File: src/rtl/pipeline_hazard_controller_pkg.sv
// ---------------------------------------------------------------------------
// pipeline_ctrl_pkg
// Shared definitions for the pipeline hazard controller.
//   ctrl_state_e              : sequencer state encoding
//   DEFAULT_LOAD_STALL_CYCLES : bubbles per load-use hazard (forwarding build)
//   BUBBLE_W                  : width of the bubble down-counter (holds 0..3)
// ---------------------------------------------------------------------------
package pipeline_ctrl_pkg;

  typedef enum logic [1:0] {
    RUN        = 2'd0,
    LOAD_STALL = 2'd1,
    MEM_WAIT   = 2'd2
  } ctrl_state_e;

  localparam int DEFAULT_LOAD_STALL_CYCLES = 1;
  localparam int BUBBLE_W                  = 2;

endpackage

File: src/rtl/pipeline_hazard_controller_if.sv
// ---------------------------------------------------------------------------
// pipeline_hazard_controller_if
// Bundles hazard sources and the stall/flush controls of the 5-stage pipeline.
//   Hazard sources (pipeline -> controller):
//     BUSYWAIT, ID_RS1, ID_RS2, ID_USES_RS1, ID_USES_RS2, EX_RD, EX_MEM_READ,
//     BRANCH_TAKEN
//   Controls (controller -> pipeline):
//     PC_HOLD, IF_ID_HOLD, ID_EX_HOLD, EX_MEM_HOLD, MEM_WB_HOLD,
//     IF_ID_FLUSH, ID_EX_FLUSH, PC_REDIRECT, STALL_COUNT, FLUSH_COUNT
//   master : pipeline side, slave : hazard controller
// ---------------------------------------------------------------------------
interface pipeline_hazard_controller_if #(
  parameter int COUNTER_WIDTH = 32
);

  logic                     BUSYWAIT;
  logic [4:0]               ID_RS1;
  logic [4:0]               ID_RS2;
  logic                     ID_USES_RS1;
  logic                     ID_USES_RS2;
  logic [4:0]               EX_RD;
  logic                     EX_MEM_READ;
  logic                     BRANCH_TAKEN;

  logic                     PC_HOLD;
  logic                     IF_ID_HOLD;
  logic                     ID_EX_HOLD;
  logic                     EX_MEM_HOLD;
  logic                     MEM_WB_HOLD;
  logic                     IF_ID_FLUSH;
  logic                     ID_EX_FLUSH;
  logic                     PC_REDIRECT;
  logic [COUNTER_WIDTH-1:0] STALL_COUNT;
  logic [COUNTER_WIDTH-1:0] FLUSH_COUNT;

  modport master (
    output BUSYWAIT, ID_RS1, ID_RS2, ID_USES_RS1, ID_USES_RS2, EX_RD,
           EX_MEM_READ, BRANCH_TAKEN,
    input  PC_HOLD, IF_ID_HOLD, ID_EX_HOLD, EX_MEM_HOLD, MEM_WB_HOLD,
           IF_ID_FLUSH, ID_EX_FLUSH, PC_REDIRECT, STALL_COUNT, FLUSH_COUNT
  );

  modport slave (
    input  BUSYWAIT, ID_RS1, ID_RS2, ID_USES_RS1, ID_USES_RS2, EX_RD,
           EX_MEM_READ, BRANCH_TAKEN,
    output PC_HOLD, IF_ID_HOLD, ID_EX_HOLD, EX_MEM_HOLD, MEM_WB_HOLD,
           IF_ID_FLUSH, ID_EX_FLUSH, PC_REDIRECT, STALL_COUNT, FLUSH_COUNT
  );

endinterface

File: src/rtl/pipeline_hazard_controller_sat_counter.sv
// ---------------------------------------------------------------------------
// sat_counter
// Event counter that sticks at all-ones instead of wrapping.
//   clk   : clock, rising edge
//   clear : synchronous clear (highest priority)
//   inc   : count one event this cycle
//   count : current value
// ---------------------------------------------------------------------------
module sat_counter #(
  parameter int WIDTH = 32
) (
  input  logic             clk,
  input  logic             clear,
  input  logic             inc,
  output logic [WIDTH-1:0] count
);

  logic [WIDTH-1:0] count_reg;

  always_ff @(posedge clk) begin
    if (clear) begin
      count_reg <= '0;
    end else if (inc && (count_reg != '1)) begin
      count_reg <= count_reg + WIDTH'(1);
    end
  end

  assign count = count_reg;

endmodule

File: src/rtl/pipeline_hazard_controller.sv
// ---------------------------------------------------------------------------
// pipeline_hazard_controller
// Central stall/flush sequencer for the 5-stage RV32 pipeline. Every control
// output is combinational from the registered sequencer state and the current
// hazard inputs; priority is RESET > BUSYWAIT > redirect > load-use.
//   CLK   : clock, rising edge
//   RESET : synchronous, active-high
//   bus   : pipeline_hazard_controller_if.slave (hazard sources in,
//           hold/flush/redirect controls and perf counters out)
// LOAD_STALL_CYCLES: bubbles per load-use hazard, 1..3.
// ---------------------------------------------------------------------------
module pipeline_hazard_controller
  import pipeline_ctrl_pkg::*;
#(
  parameter int LOAD_STALL_CYCLES = DEFAULT_LOAD_STALL_CYCLES,
  parameter int COUNTER_WIDTH     = 32
) (
  input  logic                          CLK,
  input  logic                          RESET,
  pipeline_hazard_controller_if.slave   bus
);

  localparam logic [BUBBLE_W-1:0] BUBBLE_LOAD = BUBBLE_W'(LOAD_STALL_CYCLES - 1);

  ctrl_state_e          state_reg,   state_next;
  ctrl_state_e          saved_reg,   saved_next;
  logic [BUBBLE_W-1:0]  bubble_reg,  bubble_next;
  logic                 pending_reg, pending_next;

  // hold[0..4] = PC, IF_ID, ID_EX, EX_MEM, MEM_WB
  logic [4:0]           hold;
  logic                 flush_if_id;
  logic                 flush_id_ex;
  logic                 redirect;
  logic                 load_use;
  logic                 in_stall;

  assign load_use = bus.EX_MEM_READ && (bus.EX_RD != 5'd0) &&
                    ((bus.ID_USES_RS1 && (bus.EX_RD == bus.ID_RS1)) ||
                     (bus.ID_USES_RS2 && (bus.EX_RD == bus.ID_RS2)));

  // A wait that interrupted a load stall resumes it only while bubbles remain.
  assign in_stall = (state_reg == LOAD_STALL) ||
                    ((state_reg == MEM_WAIT) && (saved_reg == LOAD_STALL) &&
                     (bubble_reg != '0));

  always_comb begin
    state_next   = state_reg;
    saved_next   = saved_reg;
    bubble_next  = bubble_reg;
    pending_next = pending_reg;
    hold         = 5'b00000;
    flush_if_id  = 1'b0;
    flush_id_ex  = 1'b0;
    redirect     = 1'b0;

    if (RESET) begin
      flush_if_id  = 1'b1;
      flush_id_ex  = 1'b1;
      state_next   = RUN;
      saved_next   = RUN;
      bubble_next  = '0;
      pending_next = 1'b0;
    end else if (bus.BUSYWAIT) begin
      hold       = 5'b11111;
      state_next = MEM_WAIT;
      // Only the state in force when the wait began is remembered.
      if (state_reg != MEM_WAIT) begin
        saved_next = state_reg;
      end
      // EX is frozen, so a taken branch seen now must be replayed on release.
      if (bus.BRANCH_TAKEN) begin
        pending_next = 1'b1;
      end
    end else if (pending_reg || bus.BRANCH_TAKEN) begin
      // Redirect squashes the ID instruction, so any load-use is moot.
      redirect     = 1'b1;
      flush_if_id  = 1'b1;
      flush_id_ex  = 1'b1;
      state_next   = RUN;
      saved_next   = RUN;
      bubble_next  = '0;
      pending_next = 1'b0;
    end else if (in_stall) begin
      hold[0]     = 1'b1;
      hold[1]     = 1'b1;
      flush_id_ex = 1'b1;
      bubble_next = (bubble_reg != '0) ? (bubble_reg - BUBBLE_W'(1)) : '0;
      state_next  = (bubble_reg <= BUBBLE_W'(1)) ? RUN : LOAD_STALL;
    end else if (load_use) begin
      hold[0]     = 1'b1;
      hold[1]     = 1'b1;
      flush_id_ex = 1'b1;
      bubble_next = BUBBLE_LOAD;
      state_next  = (LOAD_STALL_CYCLES == 1) ? RUN : LOAD_STALL;
    end else begin
      state_next = RUN;
    end
  end

  always_ff @(posedge CLK) begin
    if (RESET) begin
      state_reg   <= RUN;
      saved_reg   <= RUN;
      bubble_reg  <= '0;
      pending_reg <= 1'b0;
    end else begin
      state_reg   <= state_next;
      saved_reg   <= saved_next;
      bubble_reg  <= bubble_next;
      pending_reg <= pending_next;
    end
  end

  // Counter 0 counts PC_HOLD cycles, counter 1 counts redirects.
  logic [1:0]               cnt_inc;
  logic [COUNTER_WIDTH-1:0] cnt_val [2];

  assign cnt_inc[0] = hold[0] && !RESET;
  assign cnt_inc[1] = redirect;

  genvar gi;
  generate
    for (gi = 0; gi < 2; gi++) begin : g_cnt
      sat_counter #(
        .WIDTH (COUNTER_WIDTH)
      ) u_cnt (
        .clk   (CLK),
        .clear (RESET),
        .inc   (cnt_inc[gi]),
        .count (cnt_val[gi])
      );
    end
  endgenerate

  assign bus.PC_HOLD     = hold[0];
  assign bus.IF_ID_HOLD  = hold[1];
  assign bus.ID_EX_HOLD  = hold[2];
  assign bus.EX_MEM_HOLD = hold[3];
  assign bus.MEM_WB_HOLD = hold[4];
  assign bus.IF_ID_FLUSH = flush_if_id;
  assign bus.ID_EX_FLUSH = flush_id_ex;
  assign bus.PC_REDIRECT = redirect;
  assign bus.STALL_COUNT = cnt_val[0];
  assign bus.FLUSH_COUNT = cnt_val[1];

endmodule

File: src/flat_wrapper.sv
// flat-port wrapper written by rule: the top's interface ports become plain ports
module pipeline_hazard_controller_flat import pipeline_ctrl_pkg::*;
#(
  parameter int LOAD_STALL_CYCLES = DEFAULT_LOAD_STALL_CYCLES,
  parameter int COUNTER_WIDTH     = 32
)
  (CLK, RESET, bus_BUSYWAIT, bus_ID_RS1, bus_ID_RS2, bus_ID_USES_RS1, bus_ID_USES_RS2, bus_EX_RD, bus_EX_MEM_READ, bus_BRANCH_TAKEN, bus_PC_HOLD, bus_IF_ID_HOLD, bus_ID_EX_HOLD, bus_EX_MEM_HOLD, bus_MEM_WB_HOLD, bus_IF_ID_FLUSH, bus_ID_EX_FLUSH, bus_PC_REDIRECT, bus_STALL_COUNT, bus_FLUSH_COUNT);
  pipeline_hazard_controller_if #(.COUNTER_WIDTH(COUNTER_WIDTH)) bus_i ();
  input  logic CLK;
  input  logic RESET;
  input wire logic [$bits(bus_i.BUSYWAIT)-1:0] bus_BUSYWAIT;
  input wire logic [$bits(bus_i.ID_RS1)-1:0] bus_ID_RS1;
  input wire logic [$bits(bus_i.ID_RS2)-1:0] bus_ID_RS2;
  input wire logic [$bits(bus_i.ID_USES_RS1)-1:0] bus_ID_USES_RS1;
  input wire logic [$bits(bus_i.ID_USES_RS2)-1:0] bus_ID_USES_RS2;
  input wire logic [$bits(bus_i.EX_RD)-1:0] bus_EX_RD;
  input wire logic [$bits(bus_i.EX_MEM_READ)-1:0] bus_EX_MEM_READ;
  input wire logic [$bits(bus_i.BRANCH_TAKEN)-1:0] bus_BRANCH_TAKEN;
  output wire logic [$bits(bus_i.PC_HOLD)-1:0] bus_PC_HOLD;
  output wire logic [$bits(bus_i.IF_ID_HOLD)-1:0] bus_IF_ID_HOLD;
  output wire logic [$bits(bus_i.ID_EX_HOLD)-1:0] bus_ID_EX_HOLD;
  output wire logic [$bits(bus_i.EX_MEM_HOLD)-1:0] bus_EX_MEM_HOLD;
  output wire logic [$bits(bus_i.MEM_WB_HOLD)-1:0] bus_MEM_WB_HOLD;
  output wire logic [$bits(bus_i.IF_ID_FLUSH)-1:0] bus_IF_ID_FLUSH;
  output wire logic [$bits(bus_i.ID_EX_FLUSH)-1:0] bus_ID_EX_FLUSH;
  output wire logic [$bits(bus_i.PC_REDIRECT)-1:0] bus_PC_REDIRECT;
  output wire logic [$bits(bus_i.STALL_COUNT)-1:0] bus_STALL_COUNT;
  output wire logic [$bits(bus_i.FLUSH_COUNT)-1:0] bus_FLUSH_COUNT;
  assign bus_i.BUSYWAIT = bus_BUSYWAIT;
  assign bus_i.ID_RS1 = bus_ID_RS1;
  assign bus_i.ID_RS2 = bus_ID_RS2;
  assign bus_i.ID_USES_RS1 = bus_ID_USES_RS1;
  assign bus_i.ID_USES_RS2 = bus_ID_USES_RS2;
  assign bus_i.EX_RD = bus_EX_RD;
  assign bus_i.EX_MEM_READ = bus_EX_MEM_READ;
  assign bus_i.BRANCH_TAKEN = bus_BRANCH_TAKEN;
  assign bus_PC_HOLD = bus_i.PC_HOLD;
  assign bus_IF_ID_HOLD = bus_i.IF_ID_HOLD;
  assign bus_ID_EX_HOLD = bus_i.ID_EX_HOLD;
  assign bus_EX_MEM_HOLD = bus_i.EX_MEM_HOLD;
  assign bus_MEM_WB_HOLD = bus_i.MEM_WB_HOLD;
  assign bus_IF_ID_FLUSH = bus_i.IF_ID_FLUSH;
  assign bus_ID_EX_FLUSH = bus_i.ID_EX_FLUSH;
  assign bus_PC_REDIRECT = bus_i.PC_REDIRECT;
  assign bus_STALL_COUNT = bus_i.STALL_COUNT;
  assign bus_FLUSH_COUNT = bus_i.FLUSH_COUNT;
  pipeline_hazard_controller #(.LOAD_STALL_CYCLES(LOAD_STALL_CYCLES), .COUNTER_WIDTH(COUNTER_WIDTH)) u_core (.CLK(CLK), .RESET(RESET), .bus(bus_i));
endmodule
File: config.mk
export PLATFORM = sky130hd
export DESIGN_NAME = pipeline_hazard_controller_flat
export DESIGN_NICKNAME = d
export VERILOG_FILES = /design/src/rtl/pipeline_hazard_controller_pkg.sv /design/src/rtl/pipeline_hazard_controller_if.sv /design/src/rtl/pipeline_hazard_controller_sat_counter.sv /design/src/rtl/pipeline_hazard_controller.sv /design/src/flat_wrapper.sv
export SDC_FILE = /design/constraint.sdc
export NUM_CORES = 1
export LEC_CHECK = 0
export ABC_AREA = 1
export CAP_MARGIN = 5
export CORE_ASPECT_RATIO = 0.6
export CORE_MARGIN = 2
export CORE_UTILIZATION = 38
export CTS_CLUSTER_SIZE = 12
export DETAILED_ROUTE_END_ITERATION = 6
export GPL_TIMING_DRIVEN = 0
export SYNTH_ARGS = -nofsm -noshare
export SYNTH_HDL_FRONTEND = slang
export SYNTH_HIERARCHICAL = 1
export SYNTH_SLANG_ARGS = --single-unit
File: constraint.sdc
create_clock -name CLK -period 2.2 [get_ports CLK]
set_clock_uncertainty 0.2 [all_clocks]
set_input_delay 0.22 -clock CLK [delete_from_list [all_inputs] [get_ports CLK]]
set_output_delay 0.22 -clock CLK [all_outputs]
set_load 0.01 [all_outputs]
==> run_results.csv, run 1 <==
group,metric,value,unit
sta,slew_headroom,74.14,%
routing,topRoutingLayerUsed,"met4",
power_and_ir_drop,seq_power_share,41.1,%
power_and_ir_drop,power_density,485.6,nW/um^2
sta,hold_viol_final,0,
logic_synthesis,yosys_warnings,6,
logic_synthesis,synth_area,4721,um^2
logic_synthesis,ys_ff_latch,71,
power_and_ir_drop,ir_worst_vdd,0.4225,mV
logic_synthesis,syn_nets,785,
power_and_ir_drop,cell_internal_pwr,2.432,mW
floorplan,ios,94,
power_and_ir_drop,netSwitchingFraction,23.20,%
clock_network,cts-hold-fix-buffers,0,
global_routing,grt_max_degree,14,
global_routing,overflow,0,
cells_and_area,diodes,0,
sta,finalCritPeriodShare,100.3,%
global_routing,grt_pass1_wl,24040,um
cells_and_area,syn_to_final_growth,38.14,%
cells_and_area,finalNetCount,905,
sta,finalSetupTns,-6.869,ps
setup_path,r2r_slack,0,ps
clock_network,path_clk_slew,60,ps
sta,post-route-min-period,2207,ps
floorplan,die_w,147.9,um
sta,setup_slack,-6.869,ps
global_routing,grtUsageTotal,22.41,%
setup_path,max_stage_delay,440,ps
power_and_ir_drop,power_frac_comb,7.6,%
cells_and_area,fillers,1205,
logic_synthesis,synth_cells,761,
cells_and_area,utilization,53.89,%
global_routing,antenna_found_initial,0,
clock_network,cts_tree,"built",
power_and_ir_drop,p_total,3.167,mW
logic_synthesis,postSynthAreaPerCell,6.203,um^2
sta,max_freq,453.1,MHz
run_status,outcome,"finished with violations",
setup_path,start_kind,"input port",
floorplan,row_count,31,
routing,dr_wl_met2,5975,um
routing,ant_nets,0,
power_and_ir_drop,p_sw,0.7348,mW
clock_network,cts_num_sinks,71,
sta,final_max_slew_viol_count,0,
routing,drt_iter0_markers,398,
clock_network,htree_levels,3,
floorplan,fp.dieH,90.34,um
clock_network,clockBufferDepth,2,
cells_and_area,drive_above_1_share,19.30,%
setup_path,arrival,2230,ps
routing,wire_per_inst,14.22,um
clock_network,cts_buffers,9,
routing,drc,0,
floorplan,die_area,13360,um^2
routing,wl,14950,um
power_and_ir_drop,pwr-share-clk,51.3,%
routing,wl_met1,7665,um
setup_path,path_cells,"clkdlybuf4s50_1 -> nor2_4 -> nor2_1 -> nor2_1 -> o21ai_2 -> inv_2 -> clkinv_4 -> nor2_4 -> nand2_4 -> inv_4 -> nand2_4 -> nor2_4 -> nand3_2 -> nand2_1 -> nor2_1",
sta,setup_violations,1,
cells_and_area,layout_common_cells,"nand2_1, nor2_1, clkdlybuf4s50_1, inv_1, dfxtp_1",
place,pre_cts_ws,-1482,ps
cells_and_area,largest_register_ffs,64,
place,dp.final_hpwl,11210,um
clock_network,insertion_delay,330,ps
sta,rsz0062_at_grt,"true",
place,place_area,5858,um^2
floorplan,start_util,39.01,%
logic_synthesis,ys_seq_area_share,30.11,%
place,finalWeightedCongestion,0.9281,
logic_synthesis,synth_cell_type_count,30,
routing,vias,5292,
cells_and_area,final_common_cell,"nand2_1",
global_routing,grt_pass1_vias,4786,
floorplan,coreArea,12100,um^2
run_status,violations,"negative setup slack",
setup_path,crit_fanout,7,
place,port_buffers,93,
setup_path,crit_slowest_cell,"clkdlybuf4s50_1",
routing,met3RoutedLength,1206,um
hold_path,min_path_type,"in2reg",
run,maxCapViolCount,0,
clock_network,clockRootBuffer,"clkbuf_16",
sta,tightest_slew,387.4,ps
routing,via_per_inst,5.035,
power_and_ir_drop,p_leak,2.931,nW
routing,drtPass1Iterations,5,
setup_path,required,2230,ps
cells_and_area,fin_area,6521,um^2
setup_path,end_kind,"flop",
setup_path,crit_type,"in2reg",
## logic make-up (layout without fill, tap and decap cells)
family	after synthesis	count (layout)	share of synthesized area, %
buf+inv	108	233	10.55
fa+ha+maj	2	2	0.5300
flops	71	71	30.11
compound gates	55	55	6.388
simple gates	525	525	52.42
## synth_stat cells (all sizes together)
cell / n / area share, %
nand4: 30 / 4.5
inv: 86 / 6.8
a21oi: 41 / 4.5
nand3b: 2 / 0.32
dfxtp: 71 / 30
nand2: 233 / 20
ha: 2 / 0.53
o21ai: 3 / 0.40
a31oi: 10 / 1.3
and2: 2 / 0.26
buf: 20 / 3.6
clkinv: 2 / 0.16
nor3: 11 / 1.4
nor2: 179 / 17
nand3: 68 / 8.8
o211ai: 1 / 0.16
## final timing paths
path / start / endpoint / cells past startpoint
setup / recovery: bus_BRANCH_TAKEN / u_core/g_cnt[0].u_cnt/count[25] / 15
setup reg to reg: u_core/state_reg[1] / u_core/g_cnt[0].u_cnt/count[25] / 17
hold / removal: bus_BUSYWAIT / u_core/state_reg[0] / 2
hold reg to reg: u_core/saved_reg[0] / u_core/saved_reg[0] / 2
## stage by stage
step / cells / hold WS, ps
after floorplan: 761 / 89.07
after global placement: 1019 / 250.3
after detailed placement: 1019 / 262.2
after CTS: 1041 / 135.5
after global routing: 1051 / 17.18
final: 1051 / 10.87
## per-layer routing
layer | global-route usage (%) | up-vias
li1 | - | 2659
met4 | 4.762 | 0
met1 | 34.89 | 2430
met3 | 4.949 | 9
met5 | 0 | -
met2 | 31.09 | 194
## power by group through the flow
stage,registers [mW],logic [mW],clock network [mW]
4_1_cts,1.30,0.220,1.66
6_report,1.30,0.240,1.63
3_5_place_dp,1.33,0.210,0
5_1_grt,1.30,0.265,1.71
3_3_place_gp,1.33,0.205,0
2_1_floorplan,1.33,0.109,0
## what timing repair did
item / 4_1_cts / 5_1_grt
cloned: 0 / 0
setup buffers: 6 / 11
pin swaps: 6 / 26
setup endpoints to repair: 69 / 44
gates resized for setup: 39 / 58
## cell type report
| class | instances | area, um^2 | share of cell area [%] |
|---|---|---|---|
| Buffer | 19 | 171.4 | 2.629 |
| Sequential cell | 71 | 1428 | 21.89 |
| Multi-Input combinational cell | 582 | 2954 | 45.30 |
| Timing Repair Buffer | 110 | 1092 | 16.75 |
| Clock buffer | 10 | 239.0 | 3.665 |
| Clock inverter | 6 | 92.59 | 1.420 |
| Inverter | 88 | 337.8 | 5.180 |
| Tap cell | 165 | 206.4 | 3.166 |
## worst max-delay path: cells and delay by family
kind            cells  cell delay (ps)
compound gates      1               80
buf+inv             4              800
simple gates       10             1110
Power figures use the tool's default switching activity.
==> run 2: changes to the inputs <==
--- a/config.mk
+++ b/config.mk
@@ -7,7 +7,6 @@
 export LEC_CHECK = 0
 export ABC_AREA = 1
 export CAP_MARGIN = 5
-export CORE_ASPECT_RATIO = 0.6
 export CORE_MARGIN = 2
 export CORE_UTILIZATION = 38
 export CTS_CLUSTER_SIZE = 12
==> run 2 against run 1 <==
- largest power group unchanged
- register-to-register slack improved by 110 ps
- clock-buffer cell count up 2
- sequential share of layout area is 0.77 points higher
- combinational power fell by 12%
- routed wire length decreased by 8.4%
- sequential cell count unchanged
- the run now ends clean
- non-clock buffer count down 10
- worst setup slack gained 94 ps
- via count shrank 3.1%
- clock power down 15%
- cell count fell by 0.76%
- die area shrank 0.21%
==> run_results.csv, run 2 (synthesis gave the netlist of run 1 again) <==
group,metric,value,unit
run_status,outcome,"finished, final reports clean",
routing,via_per_inst,4.917,
run,maxCapViolCount,0,
power_and_ir_drop,ir_worst_vdd,0.2792,mV
hold_path,hold_start,"bus_BUSYWAIT",
floorplan,die_area,13330,um^2
floorplan,ios,94,
sta,max_freq,473.3,MHz
setup_path,reg2reg_from,"u_core/state_reg[1]",
sta,tightest_slew,500.9,ps
floorplan,die_w,115.5,um
clock_network,insertion_delay,340,ps
sta,slew_headroom,66.61,%
place,dp.final_hpwl,10260,um
sta,setup_slack,87.30,ps
floorplan,fp.dieH,115.5,um
cells_and_area,fin_area,6277,um^2
setup_path,critPathLaunch,"bus_ID_RS1[0]",
routing,ant_nets,0,
setup_path,required,1780,ps
sta,final_max_slew_viol_count,0,
routing,drc,0,
place,pre_cts_ws,-1339,ps
floorplan,row_count,40,
global_routing,grt_pass1_wl,22510,um
clock_network,htree_levels,3,
routing,wire_per_inst,13.13,um
routing,vias,5128,
setup_path,start_kind,"input port",
cells_and_area,finalNetCount,895,
place,port_buffers,93,
clock_network,cts_num_sinks,71,
global_routing,overflow,0,
setup_path,arrival,1690,ps
cells_and_area,largest_register_ffs,64,
place,finalWeightedCongestion,0.8809,
clock_network,cts_buffers,9,
global_routing,grt_pass1_vias,4747,
setup_path,path_cells,"clkdlybuf4s50_1 -> inv_1 -> nand2_1 -> nand2_1 -> nor2_1 -> nand3_1 -> nand2_1 -> nand2_2 -> nand2_2 -> o21ai_2 -> inv_2 -> buf_4 -> clkdlybuf4s15_2",
sta,post-route-min-period,2113,ps
setup_path,crit_slowest_cell,"clkdlybuf4s50_1",
cells_and_area,diodes,0,
sta,hold_ws,6.209,ps
place,place_area,5862,um^2
setup_path,crit_type,"in2out",
clock_network,clockBufferDepth,2,
sta,rsz0062_at_grt,"true",
setup_path,crit_fanout,5,
cells_and_area,final_common_cell,"nand2_1",
cells_and_area,layout_common_cells,"nand2_1, nor2_1, clkdlybuf4s50_1, inv_1, dfxtp_1",
cells_and_area,utilization,52.04,%
power_and_ir_drop,p_leak,2.748,nW
sta,hold_viol_final,0,
floorplan,start_util,39.14,%
cells_and_area,drive_above_1_share,15.89,%
global_routing,grtUsageTotal,21.18,%
routing,drt_iter0_markers,433,
power_and_ir_drop,power_density,463.1,nW/um^2
routing,drtPass1Iterations,5,
power_and_ir_drop,p_total,2.907,mW
clock_network,path_clk_slew,50,ps
clock_network,cts_tree,"built",
global_routing,grt_max_degree,12,
clock_network,cts-hold-fix-buffers,0,
setup_path,end_kind,"output port",
cells_and_area,fillers,1235,
global_routing,antenna_found_initial,0,
sta,setup_violations,0,
routing,wl,13700,um
setup_path,cp_common_cell,"nand2_1",
sta,finalCritPeriodShare,96.03,%
floorplan,coreArea,12060,um^2
hold_path,min_path_type,"in2reg",
clock_network,clockRootBuffer,"clkbuf_16",
setup_path,max_stage_delay,450,ps
cells_and_area,syn_to_final_growth,32.97,%
run 2: cell count changes in the layout (fill, tap and decap cells not counted), sizes merged:
cell           delta
clkdlybuf4s50     +3
dlymetal6s2s      -6
dlygate4sd2       +3
clkdlybuf4s15     -1
clkinvlp          -1
clkbuf            +4
bufinv            -2
buf              -11
run 2: power breakdown:
group          leakage, nW  internal (mW)  total [mW]  switching (mW)
combinational         2.03         0.0913       0.212           0.120
sequential           0.573           1.29        1.30         0.00791
clock                0.140          0.845        1.39           0.549
run 2: final timing paths:
check                                    endpoint  slack, ps  cells past startpoint
setup / recovery                      bus_PC_HOLD         90                     13
hold / removal                u_core/state_reg[0]          6                      2
setup reg to reg  u_core/g_cnt[0].u_cnt/count[19]        110                     15
hold reg to reg               u_core/saved_reg[1]        270                      2
run 2: timing repair:
action	in CTS	in global routing
endpoints found under the setup margin	66	29
buffers inserted	5	3
pin swaps	10	11
resized for setup	33	25
endpoints found under the hold margin	0	0
run 2: worst max-delay path: cells and delay by family:
kind / cells / cell delay (ps)
and+or+nand+nor: 7 / 450
AOI/OAI and AO/OA: 1 / 50
buffers and inverters: 5 / 970
run 2: through the flow:
stage / cells / setup TNS, ps
floorplan: 761 / 0
global placement: 1022 / -53530
detailed placement: 1022 / -52540
CTS: 1041 / 0
global route: 1043 / -92.27
finish: 1043 / 0
run 2: per-layer routing:
| metal | track usage, % | part of all wire (%) | vias up |
|---|---|---|---|
| met5 | 0 | 0 | - |
| met4 | 9.478 | 1.9 | 0 |
| met3 | 3.504 | 5.4 | 22 |
| met2 | 33.84 | 46 | 144 |
| met1 | 28.11 | 46 | 2319 |
| li1 | - | - | 2643 |
run 2: layout make-up:
cell class | instances | area, um^2 | share of cell area, %
buffer | 19 | 166.4 | 2.651
multi-input combinational | 582 | 2887 | 45.98
timing repair buffer | 100 | 974.7 | 15.53
sequential | 71 | 1423 | 22.66
clock inverter | 3 | 17.52 | 0.2791
clock buffer | 12 | 266.5 | 4.246
tap | 168 | 210.2 | 3.349
inverter | 88 | 332.8 | 5.302
==> run 3: changes to the inputs <==
--- a/config.mk
+++ b/config.mk
@@ -12,6 +12,7 @@
 export CTS_CLUSTER_SIZE = 12
 export DETAILED_ROUTE_END_ITERATION = 6
 export GPL_TIMING_DRIVEN = 0
+export PLACE_DENSITY = 0.73
 export SYNTH_ARGS = -nofsm -noshare
 export SYNTH_HDL_FRONTEND = slang
 export SYNTH_HIERARCHICAL = 1
==> run 3 against run 2 <==
- first-iteration DRC count down 18%
- die area unchanged
- sequential power about the same
- hold slack better by 7.3 ps
- sequential share of layout area down 0.48 points
- cell count up 0.77%
- critical path type unchanged
- largest power group unchanged
==> run_results.csv, run 3 (synthesis gave the netlist of run 1 again) <==
group,metric,value,unit
setup_path,crit_type,"in2out",
cells_and_area,finalNetCount,904,
setup_path,crit_slowest_cell,"clkdlybuf4s50_1",
global_routing,grt_pass1_vias,4697,
clock_network,clockRootBuffer,"clkbuf_16",
sta,finalCritPeriodShare,96.54,%
routing,via_per_inst,4.874,
floorplan,ios,94,
power_and_ir_drop,power_frac_comb,7.8,%
place,port_buffers,93,
floorplan,row_count,40,
clock_network,cts-hold-fix-buffers,0,
setup_path,r2r_slack,90,ps
routing,vias,5123,
setup_path,reg2reg_to,"u_core/g_cnt[0].u_cnt/count[25]",
hold_path,min_path_type,"in2reg",
run,maxCapViolCount,0,
cells_and_area,diodes,0,
hold_path,hold_start,"bus_BUSYWAIT",
place,dp.final_hpwl,9738,um
place,pre_cts_ws,-1239,ps
sta,hold_viol_final,0,
sta,slew_headroom,64.52,%
place,finalWeightedCongestion,0.9159,
power_and_ir_drop,p_total,3.056,mW
power_and_ir_drop,power_density,475.0,nW/um^2
hold_path,hold_end,"u_core/state_reg[0]",
routing,wire_per_inst,13.02,um
power_and_ir_drop,pwr-share-clk,49.6,%
setup_path,arrival,1700,ps
cells_and_area,regArea,1428,um^2
clock_network,cts_buffers,9,
cells_and_area,final_common_cell,"nand2_1",
sta,max_freq,470.8,MHz
setup_path,end_kind,"output port",
routing,drc,0,
cells_and_area,drive_above_1_share,18.23,%
cells_and_area,multi_input_area,2912,um^2
setup_path,cp_common_cell,"clkdlybuf4s50_1",
routing,ant_nets,0,
place,place_inst,1022,
power_and_ir_drop,p_leak,2.868,nW
global_routing,grt_max_degree,12,
floorplan,die_w,115.5,um
routing,wl,13690,um
power_and_ir_drop,ir_worst_vdd,0.4618,mV
cells_and_area,layout_common_cells,"nand2_1, nor2_1, clkdlybuf4s50_1, inv_1, dfxtp_1",
clock_network,path_clk_slew,50,ps
setup_path,start_kind,"input port",
power_and_ir_drop,netSwitchingFraction,22.26,%
cells_and_area,largest_register_ffs,64,
floorplan,die_area,13330,um^2
sta,post-route-min-period,2124,ps
clock_network,htree_levels,3,
setup_path,crit_fanout,6,
power_and_ir_drop,seq_power_share,42.6,%
sta,rsz0062_at_grt,"true",
global_routing,antenna_found_initial,0,
global_routing,grtUsageTotal,21.09,%
power_and_ir_drop,cell_internal_pwr,2.376,mW
clock_network,cts_num_sinks,71,
setup_path,path_cells,"clkdlybuf4s50_1 -> nor2_4 -> nor3_4 -> buf_4 -> clkdlybuf4s50_1",
sta,final_max_slew_viol_count,0,
sta,setup_violations,0,
floorplan,fp.dieH,115.5,um
routing,drtPass1Iterations,5,
clock_network,cts_tree,"built",
floorplan,start_util,39.14,%
setup_path,required,1780,ps
cells_and_area,fillers,1211,
sta,setup_slack,76.09,ps
cells_and_area,syn_to_final_growth,36.31,%
floorplan,coreArea,12060,um^2
clock_network,insertion_delay,340,ps
hold_path,whs_path_depth,2,
clock_network,clockBufferDepth,2,
run_status,outcome,"finished, final reports clean",
setup_path,worstRegToRegCells,18,
global_routing,overflow,0,
sta,tightest_slew,530.3,ps
power_and_ir_drop,p_sw,0.6805,mW
setup_path,max_stage_delay,530,ps
global_routing,grt_pass1_wl,22380,um
cells_and_area,final_cells,1051,
routing,drt_iter0_markers,357,
setup_path,reg2reg_from,"u_core/state_reg[1]",
run 3: cell types whose count changed in the layout (fill, tap and decap cells not counted), moves of 3 or more:
| cell | change |
|---|---|
| dlygate4sd2_1 | -3 |
| inv_1 | -3 |
| dfxtp_1 | -4 |
| nor2_1 | -3 |
| nor2_2 | +4 |
| buf_4 | +5 |
| buf_6 | +3 |
| dfxtp_2 | +4 |
| dlymetal6s2s_1 | +5 |
| clkbuf_8 | -3 |
run 3: metal layers:
layer / track usage [%] / vias up / routed length [um]
li1: - / 2655 / -
met3: 5.073 / 25 / 725
met4: 7.470 / 0 / 347
met2: 34.23 / 150 / 6489
met1: 27.40 / 2293 / 6127
met5: 0 / - / 0
run 3: repair_timing:
action	CTS	global route
setup endpoints to repair	71	30
buffers inserted	6	10
pin swaps	5	19
resized for setup	38	49
run 3: final cells by class:
type / instances / area share [%]
multi-input combinational: 582 / 45.25
inverter: 88 / 5.328
clock inverter: 5 / 1.167
sequential: 71 / 22.19
clock buffer: 9 / 3.500
timing repair buffer: 109 / 16.76
buffer: 19 / 2.547
tap: 168 / 3.267
run 3: how the worst max path moves through the flow:
| stage | slack (ps) | startpoint | endpoint | cells past startpoint |
|---|---|---|---|---|
| after global placement | -1260 | RESET | u_core/g_cnt[1].u_cnt/count[25] | 12 |
| after detailed placement | -1240 | RESET | u_core/g_cnt[1].u_cnt/count[25] | 12 |
| final | 80 | bus_BRANCH_TAKEN | bus_PC_REDIRECT | 5 |
| after floorplan | 60 | RESET | u_core/g_cnt[1].u_cnt/count[25] | 11 |
| after global routing | -90 | u_core/state_reg[1] | u_core/g_cnt[0].u_cnt/count[25] | 18 |
| after CTS | -40 | bus_ID_RS1[3] | bus_PC_HOLD | 14 |
run 3: power groups by stage:
| stage | Sequential (mW) | Clock (mW) | Combinational, mW |
|---|---|---|---|
| 5_1_grt | 1.30 | 1.61 | 0.264 |
| 6_report | 1.30 | 1.52 | 0.239 |
| 2_1_floorplan | 1.33 | 0 | 0.109 |
| 3_3_place_gp | 1.33 | 0 | 0.205 |
| 4_1_cts | 1.30 | 1.55 | 0.216 |
| 3_5_place_dp | 1.33 | 0 | 0.208 |
run 3: critical path, delay by kind of cell:
kind,cells,cell delay (ps)
AND/OR/NAND/NOR,2,270
buffers and inverters,3,1210
run 3: metrics by stage:
step | util [%] | instance area, um^2 | setup TNS [ps] | hold slack (ps)
floorplan | - | 4721 | 0 | 89.07
global placement | 48.60 | 5862 | -50730 | 251.8
detailed placement | 48.60 | 5862 | -51810 | 258.5
CTS | 51.73 | 6240 | -39.62 | 137.9
global route | 53.35 | 6435 | -215.8 | 26.30
finish | 53.35 | 6435 | 0 | 13.56
